`config.mk`:
```
export PLATFORM = sky130hd
export DESIGN_NAME = mem_access_unit
export DESIGN_NICKNAME = d
export VERILOG_FILES = /design/src/rtl/mem_access_unit.sv
export SDC_FILE = /design/constraint.sdc
export NUM_CORES = 1
export LEC_CHECK = 0
export CORE_AREA = 3 3 159 161
export DETAILED_ROUTE_END_ITERATION = 6
export DIE_AREA = 0 0 162 164
export GPL_TIMING_DRIVEN = 0
export PLACE_DENSITY = 0.81
export SETUP_SLACK_MARGIN = 0.2
export SYNTH_ARGS = -nofsm -noshare
export SYNTH_HDL_FRONTEND = slang
export SYNTH_SLANG_ARGS = --single-unit
```
`constraint.sdc`:
```
create_clock -name clk -period 3.55 [get_ports clk]
set_clock_uncertainty 0.1 [all_clocks]
set_input_delay 0.355 -clock clk [delete_from_list [all_inputs] [get_ports clk]]
set_output_delay 0.355 -clock clk [all_outputs]
set_load 0.1 [all_outputs]
```
`src/rtl/mem_access_unit.sv`:
```
// rtl/mem_access_unit.sv - single-request load/store unit with lane alignment and load extension
module mem_access_unit #(
  parameter int DATA_W = 64,
  parameter int ADDR_W = 64
) (
  input  logic                clk,
  input  logic                reset,
  input  logic                req_valid,
  output logic                req_ready,
  input  logic                req_write,
  input  logic [ADDR_W-1:0]   req_addr,
  input  logic [DATA_W-1:0]   req_wdata,
  input  logic [2:0]          req_size,
  output logic                resp_valid,
  output logic [DATA_W-1:0]   resp_rdata,
  output logic                resp_misalign,
  output logic                bus_valid,
  output logic [ADDR_W-1:0]   bus_addr,
  output logic [2:0]          bus_size,
  output logic [DATA_W/8-1:0] bus_strobe,
  output logic [DATA_W-1:0]   bus_wdata,
  input  logic                bus_addr_ok,
  input  logic                bus_data_ok,
  input  logic [DATA_W-1:0]   bus_rdata
);

  localparam int NB = DATA_W / 8;
  localparam int OW = $clog2(NB);
  localparam logic [1:0] SZ_MAX = 2'(OW);
  localparam logic [6:0] DW7 = 7'(DATA_W);
  localparam logic [DATA_W-1:0] ONE_W = {{(DATA_W-1){1'b0}}, 1'b1};

  typedef enum logic [1:0] {
    S_IDLE,
    S_BUS,
    S_RESP
  } state_t;

  state_t            state_q, state_d;
  logic              write_q, write_d;
  logic              usign_q, usign_d;
  logic [OW-1:0]     off_q, off_d;
  logic              bus_valid_q, bus_valid_d;
  logic [ADDR_W-1:0] bus_addr_q, bus_addr_d;
  logic [2:0]        bus_size_q, bus_size_d;
  logic [NB-1:0]     bus_strobe_q, bus_strobe_d;
  logic [DATA_W-1:0] bus_wdata_q, bus_wdata_d;
  logic              resp_valid_q, resp_valid_d;
  logic              resp_misalign_q, resp_misalign_d;
  logic [DATA_W-1:0] resp_rdata_q, resp_rdata_d;

  logic              accept;
  logic [1:0]        acc_sz;
  logic [OW-1:0]     acc_off;
  logic [3:0]        acc_bytes;
  logic [15:0]       acc_bmask;
  logic [NB-1:0]     acc_strobe;
  logic [2:0]        acc_amask;
  logic              acc_misalign;
  logic              acc_illegal;
  logic              acc_fault;
  logic [DATA_W-1:0] acc_wdata;

  logic [DATA_W-1:0] ld_field;
  logic [6:0]        ld_nbits;
  logic [DATA_W-1:0] ld_mask;
  logic [DATA_W-1:0] ld_top;
  logic              ld_sign;
  logic [DATA_W-1:0] ld_data;

  // address-accepted handshake carries no state change; kept only for visibility
  logic unused_addr_ok;
  assign unused_addr_ok = bus_addr_ok;

  assign req_ready     = (state_q == S_IDLE) && !reset;
  assign accept        = req_valid && req_ready;

  assign bus_valid     = bus_valid_q;
  assign bus_addr      = bus_addr_q;
  assign bus_size      = bus_size_q;
  assign bus_strobe    = bus_strobe_q;
  assign bus_wdata     = bus_wdata_q;
  assign resp_valid    = resp_valid_q;
  assign resp_misalign = resp_misalign_q;
  assign resp_rdata    = resp_rdata_q;

  // lane placement and fault detection for the request being offered
  always_comb begin
    acc_sz     = req_size[1:0];
    acc_off    = req_addr[OW-1:0];
    acc_bytes  = 4'd1 << acc_sz;
    acc_bmask  = (16'd1 << acc_bytes) - 16'd1;
    acc_strobe = NB'(acc_bmask << acc_off);
    acc_wdata  = req_wdata << {acc_off, 3'b000};
    case (acc_sz)
      2'd0:    acc_amask = 3'b000;
      2'd1:    acc_amask = 3'b001;
      2'd2:    acc_amask = 3'b011;
      default: acc_amask = 3'b111;
    endcase
    acc_misalign = |(req_addr[2:0] & acc_amask);
    acc_illegal  = acc_sz > SZ_MAX;
    acc_fault    = acc_misalign || acc_illegal;
  end

  // shift the addressed field down and sign- or zero-extend it; the sign bit is
  // found as the top set bit of the width mask so no variable bit index is needed
  always_comb begin
    ld_field = bus_rdata >> {off_q, 3'b000};
    ld_nbits = 7'd8 << bus_size_q[1:0];
    ld_mask  = (ld_nbits >= DW7) ? {DATA_W{1'b1}} : ((ONE_W << ld_nbits) - ONE_W);
    ld_top   = ld_mask & ~(ld_mask >> 1);
    ld_sign  = (|(ld_field & ld_top)) && !usign_q;
    ld_data  = ld_sign ? (ld_field | ~ld_mask) : (ld_field & ld_mask);
  end

  // next-state and registered-output computation for IDLE/BUS/RESP
  always_comb begin
    state_d         = state_q;
    write_d         = write_q;
    usign_d         = usign_q;
    off_d           = off_q;
    bus_valid_d     = bus_valid_q;
    bus_addr_d      = bus_addr_q;
    bus_size_d      = bus_size_q;
    bus_strobe_d    = bus_strobe_q;
    bus_wdata_d     = bus_wdata_q;
    resp_valid_d    = 1'b0;
    resp_misalign_d = 1'b0;
    resp_rdata_d    = '0;
    case (state_q)
      S_IDLE: begin
        if (accept) begin
          write_d = req_write;
          usign_d = req_size[2];
          off_d   = acc_off;
          if (acc_fault) begin
            state_d         = S_RESP;
            resp_valid_d    = 1'b1;
            resp_misalign_d = 1'b1;
          end else begin
            state_d      = S_BUS;
            bus_valid_d  = 1'b1;
            bus_addr_d   = req_addr;
            bus_size_d   = {1'b0, acc_sz};
            bus_strobe_d = req_write ? acc_strobe : '0;
            bus_wdata_d  = acc_wdata;
          end
        end
      end
      S_BUS: begin
        if (bus_data_ok) begin
          state_d      = S_RESP;
          bus_valid_d  = 1'b0;
          resp_valid_d = 1'b1;
          resp_rdata_d = write_q ? '0 : ld_data;
        end
      end
      S_RESP: begin
        state_d = S_IDLE;
      end
      default: begin
        state_d = S_IDLE;
      end
    endcase
  end

  // state and output registers; reset abandons any in-flight transfer
  always_ff @(posedge clk) begin
    if (reset) begin
      state_q         <= S_IDLE;
      write_q         <= 1'b0;
      usign_q         <= 1'b0;
      off_q           <= '0;
      bus_valid_q     <= 1'b0;
      bus_addr_q      <= '0;
      bus_size_q      <= '0;
      bus_strobe_q    <= '0;
      bus_wdata_q     <= '0;
      resp_valid_q    <= 1'b0;
      resp_misalign_q <= 1'b0;
      resp_rdata_q    <= '0;
    end else begin
      state_q         <= state_d;
      write_q         <= write_d;
      usign_q         <= usign_d;
      off_q           <= off_d;
      bus_valid_q     <= bus_valid_d;
      bus_addr_q      <= bus_addr_d;
      bus_size_q      <= bus_size_d;
      bus_strobe_q    <= bus_strobe_d;
      bus_wdata_q     <= bus_wdata_d;
      resp_valid_q    <= resp_valid_d;
      resp_misalign_q <= resp_misalign_d;
      resp_rdata_q    <= resp_rdata_d;
    end
  end

endmodule

```
-- Word level (Yosys, flattened, before mapping)
Cells that the tools add are included.
Widths: inputs -> output; s select.
- flip-flop bits (word level): 212
- latch bits: 0
- bits in writable memories: 0
- memory bits (read-only): 0
- bits of input ports: 201
- output and inout port bits: 207
- logic and storage cells: 73
- memories: 0
- add/sub/neg operators: 2
- multiply operators: 0
- divide/modulo/power cells: 0
- order comparisons: 2
- equality and inequality tests: 6
- shift-type cells: 7
- multiplexer cells: 16
- bitwise gates (word level): 11
- reductions and logical operators: 17
- operators with widths (operator ; count):
    $and 64x64->64 ; 3
    $mux 64 ; 2
    $not 63->64 ; 1
    $not 64->64 ; 1
    $or 64x64->64 ; 1
    $reduce_or 64->1 ; 1
    $shl 1x7->64 const A ; 1
    $shl 64x6->64 ; 1
    $shr 64x6->64 ; 1
    $sub 64x1->64 const B ; 1
    $shl 1x4->16 const A ; 1
    $shl 16x3->8 ; 1
    $sub 16x1->16 const B ; 1
    $pmux 3 s3 ; 1
    $mux 8 ; 1
    $ge 7x7->1 const B ; 1
    $shl 4x2->7 const A ; 1
    $mux 1 ; 6
    $mux 2 ; 3
    $ne 2x2->1 const B ; 3
    $eq 2x1->1 const B ; 2
    $logic_not 2->1 ; 2
    $not 1->1 ; 4
    $pmux 1 s2 ; 2
    other kinds (15) ; 19

-- Depth between registers and ports, before layout
Gate-level depths: netlist (run 1).
- depth after elaboration: 10
- depth in mapped cells: 9
- depth with buffers taken out: 7

-- Worst setup path after synthesis (run 1)
No wires, ideal clock.
- path kind: input-to-reg
- start point: input port reset
- end point: register bus_addr_q[2], in the netlist bus_addr[2]
- library setup time: 0.070 ns
- arrival: 3.039 ns
- data required time: 3.380 ns
- setup slack: 0.340 ns
- cell stages on the path: 8
- buffers on the path: 3
- path through: buf_2 > nor3_2 > nand2_1 > nor2_2 > buf_2 > buf_2 > nand2_1 > a21oi_1
- cells in the longest elaborated chain, start to end: 4
- ends and longest elaborated chain (element ; line ; text):
    start: declaration ; 7 ; input logic reset,
    $logic_not 1->1 ; 75 ; assign req_ready = (state_q == S_IDLE) && !reset;
    $logic_and 1x1->1 ; 75 ;
    net req_ready ; 9 ; output logic req_ready,
    $logic_and 1x1->1 ; 76 ; assign accept = req_valid && req_ready;
    $reduce_and 3->1 (no source line) ; - ;
    end signal: assignment ; 189 ; bus_addr_q <= bus_addr_d;
    end: declaration ; 44 ; logic [ADDR_W-1:0] bus_addr_q, bus_addr_d;
The timed path passes the listed nets, and every way through them passes these cells.
A chain may end at the register's enable or synchronous reset.

-- Worst setup path in the final report (run 1)
- start point: register state_q[1]
- end point: output port req_ready
- cells in the longest elaborated chain, start to end: 2
- ends and longest elaborated chain (element ; line ; text):
    start: declaration ; 39 ; state_t state_q, state_d;
    start signal: assignment ; 184 ; state_q <= state_d;
    $logic_not 2->1 ; 75 ;
    $logic_and 1x1->1 ; 75 ;
    end: declaration ; 9 ;
Every way passes these cells.

==> results of run 1 <==
[worst max-delay path, cell delays in order, from the launching register on]
cell	delay, ps
dfxtp_1	350
nor3_2	240
clkdlybuf4s50_1	1230
[routing by layer]
| metal | up-vias | global-route usage (%) |
|---|---|---|
| met1 | 5369 | 40.3 |
| met4 | 0 | 15.6 |
| met5 | - | 0 |
| met2 | 731 | 57.1 |
| met3 | 140 | 8.15 |
| li1 | 5178 | - |
[logic make-up (layout without fill, tap and decap cells)]
logic type	after synthesis	count (layout)	synth area share, %
buffers and inverters	127	571	6.49
and+or+nand+nor	453	453	18.9
DFF	212	212	39.5
muxes	122	122	15.9
adders and majority gates	1	1	0.116
AOI/OAI and AO/OA	309	309	19.1
other	1	1	0.0349
[worst min path at each step]
stage                                    start                          to  slack, ps  depth (start not counted)
finish                                   reset       off_q[0]$_SDFFE_PP0P_        150                          3
global route                             reset       off_q[0]$_SDFFE_PP0P_        200                          3
CTS                                      reset       off_q[0]$_SDFFE_PP0P_        140                          3
detailed placement   bus_addr[28]$_SDFFE_PP0P_   bus_addr[28]$_SDFFE_PP0P_        350                          2
global placement    bus_wdata[27]$_SDFFE_PP0P_  bus_wdata[27]$_SDFFE_PP0P_        340                          2
floorplan                 write_q$_SDFFE_PP0P_        write_q$_SDFFE_PP0P_        340                          2
[per-stage QoR]
| stage | hold WS [ps] | area [µm²] | util [%] | instances |
|---|---|---|---|---|
| floorplan | 345 | 10800 | - | 1225 |
| global placement | 339 | 15200 | 63.0 | 1952 |
| detailed placement | 346 | 15200 | 63.0 | 1952 |
| CTS | 138 | 15900 | 66.0 | 1993 |
| global route | 204 | 15900 | 66.0 | 1993 |
| finish | 148 | 15900 | 66.0 | 1993 |
[power breakdown]
group / total (mW) / leakage (nW) / internal, mW / switching [mW]
Sequential: 2.48 / 1.72 / 2.44 / 0.0390
Combinational: 1.75 / 3.53 / 0.623 / 1.12
Clock: 2.30 / 0.354 / 1.29 / 1.01
[layout make-up]
cell class,instances,area (µm²),area share [%]
plain buffers,114,649,4.08
clock buffers,30,652,4.10
clock inverters,11,66.3,0.417
inverters,13,48.8,0.307
multi-input cells,886,5810,36.5
flip-flops and latches,212,4240,26.7
well taps,324,405,2.55
repair buffers,403,4030,25.3
[sequential cells by signal, summed over array words and instances, names as in the netlist]
| name | cells |
|---|---|
| bus_valid | 1 |
| bus_addr | 64 |
| bus_size | 2 |
| bus_wdata | 64 |
| state_q | 2 |
| bus_strobe | 8 |
| resp_rdata | 64 |
| resp_misalign | 1 |
| resp_valid | 1 |
| off_q | 3 |
| usign_q | 1 |
| write_q | 1 |
[cells in the final DEF (no fill, tap or decap), types with 15 or more instances in the layout]
| master | Yosys | final |
|---|---|---|
| clkbuf_1 | 59 | 61 |
| a211oi_1 | 41 | 41 |
| clkbuf_16 | 0 | 23 |
| mux4_2 | 37 | 37 |
| clkdlybuf4s50_1 | 0 | 403 |
| nor2_1 | 65 | 65 |
| mux2i_1 | 68 | 68 |
| nor2b_1 | 27 | 27 |
| mux2_2 | 16 | 16 |
| nand3_1 | 20 | 20 |
| nor3_1 | 15 | 15 |
| dfxtp_1 | 212 | 212 |
| o21ai_0 | 29 | 29 |
| a21oi_1 | 131 | 131 |
| nand2_1 | 267 | 267 |
| buf_2 | 23 | 23 |
| a21oi_2 | 38 | 38 |
==> impl_metrics.json, run 1 <==
{
  "status": "finished, final reports clean",
  "ys_ff_latch": 212,
  "drc_errors": 0,
  "ys_seq_area_share_pct": 39.5,
  "area_growth_pct": 48.0,
  "yosys.area.top_type": "dfxtp_1",
  "wl_per_cell_um": 23.4,
  "die_h_um": 164,
  "synth_area_mm2": 0.0108,
  "cts_buffer_depth": 3,
  "p_total_mw": 6.53,
  "final_antenna_net_count": 0,
  "io_buffers": 403,
  "syn_area_per_cell_um2": 8.78,
  "syn_inst": 1225,
  "leakagePower_nw": 5.60,
  "finalSetupViolCount": 0,
  "min_period_over_period_pct": 79.3,
  "die-area_mm2": 0.0266,
  "cts_tree": "yes",
  "antenna_found_initial": 0,
  "required_ps": 3090,
  "yosys-top-cells-area": "dfxtp_1 39%, nand2_1 9.3%, mux4_2 7.7%, mux2i_1 6.3%, a21oi_1 6.1%",
  "ir_drop_v": 0.000389,
  "via_count": 11400,
  "fp-row-count": 57,
  "synth_common_cells": "267 x nand2_1, 212 x dfxtp_1, 131 x a21oi_1",
  "critPathArrivalTime_ps": 2360,
  "ys_warn_count": 0,
  "fin_setup_tns_ps": 0,
  "num-fill-cells": 2061,
  "place_ws_ps": 485,
  "clkTransAtPathRegs_ps": 60,
  "path_class": "reg -> out",
  "grt_pass1_wl_um": 68200,
  "initial_utilization_pct": 44.6,
  "drive_gt1_share_pct": 13.1,
  "wl_met1_um": 17400,
  "max_freq_mhz": 355,
  "numCtsBuffers": 23,
  "io_pins": 408,
  "synth_top_area_share_pct": 39.5,
  "slew_headroom_pct": 25.1,
  "grt_overflow_total": 0,
  "cts_setup_buffers": 0,
  "hold_viol": 0,
  "hpwlAfterDp_um": 36300,
  "worstReg2RegStart": "off_q[2]$_SDFFE_PP0P_",
  "coreArea_mm2": 0.0241,
  "dr_wl_met3_um": 4630,
  "drv_cap": 0,
  "grt.total_usage_pct": 33.6,
  "postSynthNetCount": 1427,
  "gp_congestion": 1.01,
  "die_x_um": 162,
  "dr_wl_met2_um": 22200,
  "crit_path_end_kind": "output pin",
  "drtIter0Drc": 1301,
  "worstSkewPairLatency_ps": 530,
  "cts_hold_buf": 0,
  "r2r-end": "resp_rdata[21]$_SDFF_PP0_",
  "slew_viol_final": 0,
  "critPathMaxFanout": 6,
  "yosysUniqueCellTypes": 67,
  "synth_ff_type": "dfxtp_1",
  "powerDensity_mw_per_mm2": 410,
  "grt_max_degree": 14,
  "crit_end": "req_ready",
  "drt-pass1-iter-count": 7,
  "worst-slew-pin-transition_ps": 1120,
  "nets": 1855,
  "period_needed_ps": 2810,
  "n_antenna_cell": 0,
  "synthArstFlopShare_pct": 0,
  "r2r_cells": 6,
  "cts_resized": 0,
  "hp-class": "in -> reg",
  "grt_pass1_vias": 11300,
  "synth-edff-count": 0,
  "rsz0062_at_grt": "false",
  "vias_per_cell": 5.73,
  "wl_um": 46700,
  "yosys.cell_count.top_type": "nand2_1",
  "crit_start": "state_q[1]$_SDFFE_PP0P_",
  "topRoutingLayerUsed": "met4",
  "layout_setup_ws_ps": 736,
  "numClockSinks": 212,
  "rrSetupSlack_ps": 1030,
  "cts-root-buf": "clkbuf_16",
  "startpoint_type": "flip-flop",
  "htreeDepth": 1
}
No activity file was read; power rests on OpenSTA's default activity.
==> inputs of run 2 (changes only) <==
Settings changed: CORE_AREA 3 3 159 161 to unset, CORE_ASPECT_RATIO set to 2, CORE_MARGIN set to 3, CORE_UTILIZATION set to 45, DIE_AREA 0 0 162 164 to unset, PLACE_DENSITY 0.81 to 0.82.
Clock period 3.55 ns to 2.9 ns, I/O delays scaled along.
==> run 2 against run 1 <==
  * Global-route usage increased by 4.8 points
  * Clock power up 24%
  * First-iteration DRC count down 23%
  * Die area is 2.5% lower
  * Flip-flop and latch count stayed put
  * Setup slack worse by 540 ps
  * Critical endpoint is now resp_rdata[18]$_SDFF_PP0_
  * Largest power group unchanged
==> impl_metrics.json, run 2 (synthesis results as in run 1) <==
{
  "status": "finished, final reports clean",
  "vias_per_cell": 6.00,
  "placed_cells": 1911,
  "grt_max_degree": 17,
  "seqPwrFrac_pct": 37.5,
  "leakagePower_nw": 5.62,
  "fin_cells": 1947,
  "antenna_found_initial": 2,
  "area_growth_pct": 47.7,
  "design_area_mm2": 0.0159,
  "ff_latch_area_mm2": 0.00424,
  "cts_buffer_depth": 3,
  "grt_overflow_total": 0,
  "p_sw_share_pct": 33.1,
  "die-area_mm2": 0.0259,
  "use_met1_pct": 34.9,
  "fp-row-count": 79,
  "cp_cell_sequence": "buf_6, buf_6, buf_4, buf_4, mux2i_1, nor2_1, a21oi_1, o21ai_0",
  "required_ps": 3170,
  "rsz0062_at_grt": "true",
  "drv_cap": 0,
  "critPathArrivalTime_ps": 2970,
  "slew_headroom_pct": 22.8,
  "period_needed_ps": 2700,
  "powerDensity_mw_per_mm2": 510,
  "final_antenna_net_count": 0,
  "cts_tree": "yes",
  "hp-class": "in -> reg",
  "worstSkewPairLatency_ps": 510,
  "crit_slowest_cell": "mux2i_1",
  "cts_hold_buf": 0,
  "num-fill-cells": 1911,
  "startpoint_type": "flip-flop",
  "cts-root-buf": "clkbuf_16",
  "coreArea_mm2": 0.0234,
  "hpwlAfterDp_um": 41500,
  "p_clk_share_pct": 35.2,
  "drtIter0Drc": 1002,
  "finalSetupViolCount": 0,
  "wl_per_cell_um": 26.6,
  "min_period_over_period_pct": 93.1,
  "worst-slew-pin-transition_ps": 1150,
  "slew_viol_final": 0,
  "die_x_um": 115,
  "crit_path_end_kind": "flip-flop",
  "power_frac_comb_pct": 27.3,
  "wl_um": 51900,
  "drc_errors": 0,
  "final_common_cell": "clkdlybuf4s50_1",
  "hold_viol": 0,
  "io_pins": 408,
  "htreeDepth": 1,
  "via_count": 11700,
  "multi_input_area_mm2": 0.00585,
  "grt_use_met3_pct": 8.24,
  "gp_congestion": 1.03,
  "initial_utilization_pct": 45.9,
  "p_sw_mw": 2.68,
  "ir_drop_v": 0.000509,
  "io_buffers": 403,
  "die_h_um": 225,
  "path_class": "reg -> reg",
  "critPathMaxFanout": 10,
  "grtUsageMet2_pct": 70.4,
  "top_usage_layer": "met2",
  "drive_gt1_share_pct": 13.2,
  "max_freq_mhz": 370,
  "grt.total_usage_pct": 38.4,
  "fin_setup_tns_ps": 0,
  "drt-pass1-iter-count": 5,
  "clkTransAtPathRegs_ps": 70,
  "fin_hold_ws_ps": 134,
  "max_stage_delay_ps": 700,
  "final_cell_mix": "400 x clkdlybuf4s50_1, 267 x nand2_1, 212 x dfxtp_1, 128 x a21oi_1",
  "dpl-instance-area_mm2": 0.0151,
  "grt_pass1_wl_um": 73100,
  "grt_pass1_vias": 11600,
  "numCtsBuffers": 20,
  "p_int_mw": 5.42,
  "nets": 1852,
  "numClockSinks": 212
}
## run 2: cell count changes in the layout (fill, tap and decap cells not counted), moves of 3 or more
cell	previous run	this run
a21oi_2	38	41
mux2i_1	68	65
bufinv_16	0	3
a21oi_1	131	128
clkdlybuf4s50_1	403	400
mux2i_2	0	3
clkinv_2	7	2
## run 2: cell type report
type                    instances  share of cell area [%]
well taps                     283                    2.23
diodes                          1                  0.0158
inverters                      13                   0.307
clock buffers                  27                    3.64
repair buffers                403                    25.4
clock inverters                 8                   0.772
flip-flops and latches        212                    26.7
plain buffers                 114                    4.10
multi-input cells             886                    36.8
## run 2: power groups by stage
stage / combinational (mW) / sequential [mW] / clock, mW
final: 2.21 / 3.04 / 2.85
after global routing: 2.27 / 3.05 / 2.97
after CTS: 2.16 / 3.04 / 2.87
after detailed placement: 2.15 / 3.11 / 0
after global placement: 2.14 / 3.10 / 0
after floorplan: 0.822 / 3.60 / 0
## run 2: what timing repair did
action                                  4_1_cts  5_1_grt
endpoints found under the setup margin        2       27
endpoints found under the hold margin         0        0
setup buffers                                 0        0
gates resized for setup                       2       13
## run 2: worst paths after layout
path | from | to | slack (ps) | depth (start not counted)
worst max-delay path | off_q[0]$_SDFFE_PP0P_ | resp_rdata[18]$_SDFF_PP0_ | 200 | 8
worst min-delay path | reset | off_q[0]$_SDFFE_PP0P_ | 130 | 3
worst max register to register | off_q[0]$_SDFFE_PP0P_ | resp_rdata[18]$_SDFF_PP0_ | 200 | 8
worst min register to register | bus_addr[5]$_SDFFE_PP0P_ | bus_addr[5]$_SDFFE_PP0P_ | 350 | 2
## run 2: layer usage
metal	part of all wire [%]	routed length [µm]
met4	10	5300
met5	0.021	11
met1	30	15700
met3	7.4	3810
met2	52	27000
## run 2: critical path, delay by kind of cell (launching register included)
kind | cells | cell delay (ps)
mux | 1 | 700
flops | 1 | 440
simple gates | 1 | 80
buf+inv | 4 | 860
compound gates | 2 | 360
## run 2: metrics by stage
| stage | utilization (%) | power [mW] | setup WS, ps |
|---|---|---|---|
| CTS | 67.6 | 8.07 | 216 |
| global route | 67.8 | 8.29 | 190 |
| detailed placement | 64.7 | 5.26 | -176 |
| floorplan | - | 4.42 | 290 |
| global placement | 64.7 | 5.24 | -225 |
| finish | 67.8 | 8.10 | 199 |
